## src/rtl/cover_seq.sv

```systemverilog
// Passive sequence-coverage monitor: detects four fixed orderings on event lines a..d and
// reports a registered hit pulse, a saturating counter and a sticky covered flag per sequence.
module cover_seq #(
  parameter int CNT_W = 16
) (
  input  logic             clk,
  input  logic             rst_n,
  input  logic             a,
  input  logic             b,
  input  logic             c,
  input  logic             d,
  input  logic             clr,
  output logic [3:0]       hit,
  output logic [3:0]       covered,
  output logic [CNT_W-1:0] cnt0,
  output logic [CNT_W-1:0] cnt1,
  output logic [CNT_W-1:0] cnt2,
  output logic [CNT_W-1:0] cnt3
);

  // r_x_hist[k] holds the value of x sampled k+1 edges before the current one
  logic [3:0]       r_a_hist;
  logic             r_b_hist;
  logic [2:0]       r_c_hist;
  logic [3:0]       r_hit;
  logic [3:0]       r_covered;
  logic [CNT_W-1:0] r_cnt [4];
  logic [3:0]       w_done;

  always_comb begin
    w_done    = 4'b0000;
    w_done[0] = r_a_hist[0] & b;
    w_done[1] = r_a_hist[1] & r_b_hist & c;
    w_done[2] = d & (|r_a_hist);
    w_done[3] = d & (&r_c_hist);
  end

  always_ff @(posedge clk or negedge rst_n) begin
    if (!rst_n) begin
      r_a_hist <= 4'b0000;
      r_b_hist <= 1'b0;
      r_c_hist <= 3'b000;
      r_hit    <= 4'b0000;
    end else begin
      r_a_hist <= {r_a_hist[2:0], a};
      r_b_hist <= b;
      r_c_hist <= {r_c_hist[1:0], c};
      r_hit    <= w_done;
    end
  end

  // clr wins over a hit completing in the same cycle; the hit pulse itself is unaffected
  always_ff @(posedge clk or negedge rst_n) begin
    if (!rst_n) begin
      r_covered <= 4'b0000;
      for (int i = 0; i < 4; i++) r_cnt[i] <= '0;
    end else if (clr) begin
      r_covered <= 4'b0000;
      for (int i = 0; i < 4; i++) r_cnt[i] <= '0;
    end else begin
      r_covered <= r_covered | w_done;
      for (int i = 0; i < 4; i++) begin
        if (w_done[i] && (r_cnt[i] != {CNT_W{1'b1}})) r_cnt[i] <= r_cnt[i] + 1'b1;
      end
    end
  end

  assign hit     = r_hit;
  assign covered = r_covered;
  assign cnt0    = r_cnt[0];
  assign cnt1    = r_cnt[1];
  assign cnt2    = r_cnt[2];
  assign cnt3    = r_cnt[3];

endmodule

```

## config.mk

```make
export PLATFORM = sky130hd
export DESIGN_NAME = cover_seq
export DESIGN_NICKNAME = d
export VERILOG_FILES = /design/src/rtl/cover_seq.sv
export SDC_FILE = /design/constraint.sdc
export NUM_CORES = 1
export LEC_CHECK = 0
export CAP_MARGIN = 20
export CORE_ASPECT_RATIO = 2
export CORE_MARGIN = 2
export CORE_UTILIZATION = 40
export DETAILED_ROUTE_END_ITERATION = 10
export PLACE_DENSITY = 0.63
export SYNTH_ARGS = -nofsm -noshare
export SYNTH_HDL_FRONTEND = slang
export SYNTH_SLANG_ARGS = --single-unit
```

## constraint.sdc

```tcl
create_clock -name clk -period 1.7 [get_ports clk]
set_input_delay 0.34 -clock clk [delete_from_list [all_inputs] [get_ports clk]]
set_output_delay 0.34 -clock clk [all_outputs]
set_load 0.02 [all_outputs]
```

## Yosys cells after proc, flatten, opt, wreduce, memory -nomap -nowiden

Cells that the tools add are included.

- Flip-flop bits (word level): 80
- Bits of input ports: 7
- Output and inout bits: 72
- Word-level logic and storage cells: 39

- Add/subtract/negate cells: 4
- Eq/ne operators: 4
- Mux-type cells: 6
- Bitwise operators: 6
- Reduce and logical (&&, ||, !) cells: 10

Operators by type and width:

| kind | count |
|---|---|
| $add A16 B1 Y16 const B | 4 |
| $mux W16 | 4 |
| $mux W64 | 1 |
| $ne A16 B16 Y1 const B | 4 |
| $reduce_bool A2 Y1 | 4 |
| $and A1 B1 Y1 | 5 |
| $logic_and A1 B1 Y1 | 4 |
| $mux W4 | 1 |
| $or A4 B4 Y4 | 1 |
| $reduce_or A4 Y1 | 1 |
| $reduce_and A3 Y1 | 1 |

## Depth between registers and ports, before layout

Gate-level depths: netlist of the first run.

- Word-level depth: 5
- Gate-level depth with buffers: 7
- Depth with buffers taken out: 6

## Worst setup path before layout of the first run

Ideal clock, no wire load.

- Kind: flip-flop to flip-flop
- Start: reg r_cnt (netlist bit cnt3[0])
- End: reg r_cnt (netlist bit cnt3[5])
- Setup time: 132 ps
- Arrival: 1,647 ps
- Data required time: 1,568 ps
- Setup slack: -79 ps
- Cell stages (with the launch flop): 8
- Path buffers: 1
- Period minus slack after synthesis: 1,779 ps
- Cells stage by stage: dfrtp_1 ha_1 and4_1 and4_1 buf_2 nor4b_2 xnor2_1 nor2_1

- Word-level cells in the longest chain between the ends: 3
- Elaborated cells on any way between the ends: 6
- Classes of those cells: add/sub: 1; eq/ne: 1; mux: 2; reduce/logical: 2

RTL lines:

| item | RTL line | source |
|---|---|---|
| start: declaration | 27 | `logic [CNT_W-1:0] r_cnt [4];` |
| $add A16 B1 Y16 / $ne A16 B16 Y1 (equally long branches) | 63 | `if (w_done[i] && (r_cnt[i] != {CNT_W{1'b1}})) r_cnt[i] <= r_cnt[i] + 1'b1;` |
| $mux W16 / $logic_and A1 B1 Y1 (equally long branches) | 63 |  |
| $mux W64 / $reduce_bool A2 Y1 (equally long branches) | - |  |

Parallel ways exist; a longest one is shown, timed or not. The select of a mux whose other input is x is not followed.
A chain may end at the register's enable or synchronous reset.

## Worst setup path after layout of the first run

- Start: reg r_cnt (netlist bit cnt0[2])
- End: reg r_cnt (netlist bit cnt0[9])

The elaborated chain is that of the path after synthesis.

==> results of run 1 <==
cell families (layout without fill, tap and decap cells):
kind of cell | count (synthesis) | after routing
flip-flops | 80 | 80
XOR/XNOR | 55 | 55
AO/OA/AOI/OAI | 25 | 25
AND/OR/NAND/NOR | 193 | 193
buffers and inverters | 24 | 203
adder cells (fa/ha/maj) | 4 | 4
multiplexers | 2 | 2
worst max-delay path: stages, from the launching register on:
cell and delay (ps):
dfrtp_1 400, buf_6 130, nand3_1 90, or4_4 550
nor3b_4 230, xnor2_1 140, nor2_1 60
final cells by class:
| class | instances | area share |
|---|---|---|
| inverters | 11 | 0.00694 |
| clock inverters | 4 | 0.0128 |
| repair buffers | 176 | 0.245 |
| clock buffers | 12 | 0.0414 |
| multi-input cells | 279 | 0.332 |
| flip-flops and latches | 80 | 0.340 |
| well taps | 104 | 0.0219 |
per-stage QoR:
stage                     setup TNS, ps  total power, mW  hold WS [ps]  area [um^2]   util
final                             -26.3             4.29           176         5950  0.634
after global routing               -651             4.46           167         5950  0.634
after CTS                             0             4.34           381         5780  0.616
after detailed placement         -11730             2.24           263         5430  0.579
after global placement           -10030             2.24           261         5430  0.579
after floorplan                   -69.4             2.08          44.4         3880      -
Yosys cell counts (9+ instances only):
library cell	instances	share of area
a21oi_1	10	0.013
and4_1	10	0.023
clkbuf_1	9	0.0088
dfrtp_1	80	0.52
inv_1	9	0.0088
nand2_1	18	0.018
nand3_1	21	0.027
nand4_1	16	0.026
nor2_1	72	0.070
nor3_1	15	0.019
xnor2_1	33	0.075
xor2_1	22	0.050
routing by layer:
layer / GRT usage / up-vias / routed length [um]
met1: 0.218 / 1725 / 3840
li1: - / 1685 / -
met3: 0.0367 / 17 / 276
met2: 0.377 / 79 / 5880
met4: 0.0900 / 0 / 252
met5: 0 / - / 0
power by group through the flow:
stage / Clock (mW) / Sequential, mW / Combinational (mW)
after floorplan: 0 / 2.02 / 0.0679
after global placement: 0 / 1.99 / 0.250
after detailed placement: 0 / 1.99 / 0.255
after CTS: 2.14 / 1.96 / 0.251
after global routing: 2.21 / 1.96 / 0.282
final: 2.08 / 1.96 / 0.253
cells in the final DEF (no fill, tap or decap), types with 3 or more instances in the layout:
master	synthesis	routed
buf_4	0	95
nor2_1	72	71
dfrtp_1	80	65
dlygate4sd2_1	0	63
xnor2_1	33	33
xor2_1	22	22
nand3_1	21	18
nand2_1	18	17
nand4_1	16	16
dfrtp_2	0	15
a21oi_1	10	10
clkdlybuf4s50_1	0	10
inv_1	9	9
nor3_1	15	9
clkbuf_16	0	9
and4_1	10	7
nor3_2	2	6
and3_1	5	5
or3_1	7	5
o211ai_1	5	5
nor4_1	7	4
nand4b_1	4	4
nor4_4	1	3
o21ai_1	4	3
nor4_2	2	3
or3_4	1	3
dlymetal6s2s_1	0	3
state kept, by name (all words and copies together), names as in the netlist:
| register | flops |
|---|---|
| cnt0 | 16 |
| cnt1 | 16 |
| cnt2 | 16 |
| cnt3 | 16 |
| covered | 4 |
| hit | 4 |
| r_a_hist | 4 |
| r_b_hist | 1 |
| r_c_hist | 3 |
final timing paths:
check                                            from                     to  slack (ps)  cells past startpoint
worst max-delay path              cnt0[2]$_DFFE_PN0P_    cnt0[9]$_DFFE_PN0P_         -30                      6
worst min-delay path                                b     r_b_hist$_DFF_PN0_         180                      1
worst max register to register    cnt0[2]$_DFFE_PN0P_    cnt0[9]$_DFFE_PN0P_         -30                      6
worst min register to register  r_c_hist[1]$_DFF_PN0_  r_c_hist[2]$_DFF_PN0_         380                      0
max in group asynchronous                       rst_n    cnt2[4]$_DFFE_PN0P_         700                      3
min in group asynchronous                       rst_n    cnt0[5]$_DFFE_PN0P_         460                      2
repair_timing:
item / in CTS / in global routing
hold buffers: 1 / 0
setup buffers: 2 / 4
setup endpoints to repair: 96 / 34
endpoints found under the hold margin: 21 / 0
pin swaps: 8 / 16
resized for setup: 80 / 28
==> flow_metrics.tcl, run 1 <==
set metrics [dict create \
    root_buffer "clkbuf_16" \
    drt_iter0_drc 141 \
    switching_share 0.215 \
    leakagePower_nw 2.86 \
    num_antenna_cells 0 \
    core_area_um2 9380 \
    cts_tree "done" \
    wl_per_cell_um 15.4 \
    arrival_ps 1930 \
    placedCellCount 643 \
    initial_core_util 0.411 \
    fill_cells 801 \
    finalSetupViolCount 1 \
    remaining_drc_errors 0 \
    power_frac_clock 0.485 \
    first_pass_iters 4 \
    ys_ff_latch 80 \
    ant_nets 0 \
    synthAdderAreaFrac 0.0130 \
    fp.dieArea_um2 10500 \
    irDropWorstVdd_mv 0.670 \
    final_cells 666 \
    cts_buffers 9 \
    viasPerCell 5.26 \
    status "finished, violations left" \
    regArea_um2 2020 \
    pre_cts_ws_ps -453 \
    yosysUniqueCellTypes 40 \
    synthToLayoutAreaGrowth_pct 54.3 \
    violations "negative setup slack" \
    async_reset_ff_frac 1.00 \
    hold_viol_final 0 \
    nets 568 \
    power_frac_comb 0.059 \
    ctsHtreeMaxLevel 3 \
    clkSinkCount 80 \
    syn_nets 394 \
    port-buffer-count 78 \
    cp.required_ps 1900 \
    ys_warn_count 0 \
    dr_total_vias 3506 \
    die_w_um 73.4 \
    tightest_slew_ps 454 \
    endpoint_kind "flip-flop" \
    synth_edf_count 0 \
    worst-setup-path-type "flip-flop to flip-flop" \
    final.min_clock_period_ps 1730 \
    drive_gt1_frac 0.299 \
    synthMuxAreaShare 0.00519 \
    fin_crit_sh 1.02 \
    cp_max_fo 5 \
    skew_ps 7.20 \
    setup_slack_ps -26.3 \
    max_freq_mhz 579 \
    report.final.slew_viol_count 0 \
    clk_path_buf_depth 2 \
    rsz0062_at_grt "yes" \
    avgSynthCellArea_um2 10.1 \
    power_density_nw_per_um2 721 \
    start_kind "flip-flop" \
    multi_input_area_um2 1980 \
    dp_hpwl_mm 7.40 \
    p_sw_mw 0.923 \
    std_cell_rows 50 \
    synth_compound_area_frac 0.0396 \
    synthSimpleGateAreaFrac 0.274 \
    grt_start_max_net_pins 35 \
    place_congestion 0.805 \
    p_seq_frac 0.456 \
    synth-seq-area-share 0.519 \
    synth_top_family_by_area "simple AND/OR/NAND/NOR gates" \
    clk_latency_ps 330 \
    synthXorXnorAreaFrac 0.125 \
    drv_cap 0 \
    die_h_um 143 \
    syn_inst 383 \
    ios 79 \
    grt_pass1_vias 3709 \
    internal_power_mw 3.37 \
    antenna_found_initial 0 \
    clkTransAtPathRegs_ps 60 \
    netlist_area_um2 3860 \
    grt_overflow 0 \
    slew_headroom 0.695 \
    hold_path_class "input pin to flip-flop" \
    grt_pass1_wl_mm 16.8 \
    synth_flop_cell "dfrtp_1" \
    wl_mm 10.2 \
    grt_usage 0.205 \
]
(Power assumes the default switching activity.)
==> inputs of run 2 (changes only) <==
- CTS_CLUSTER_SIZE: unset -> 8
==> results of run 2 <==
The final DEF is identical to that of run 1; final timing and power are the same.
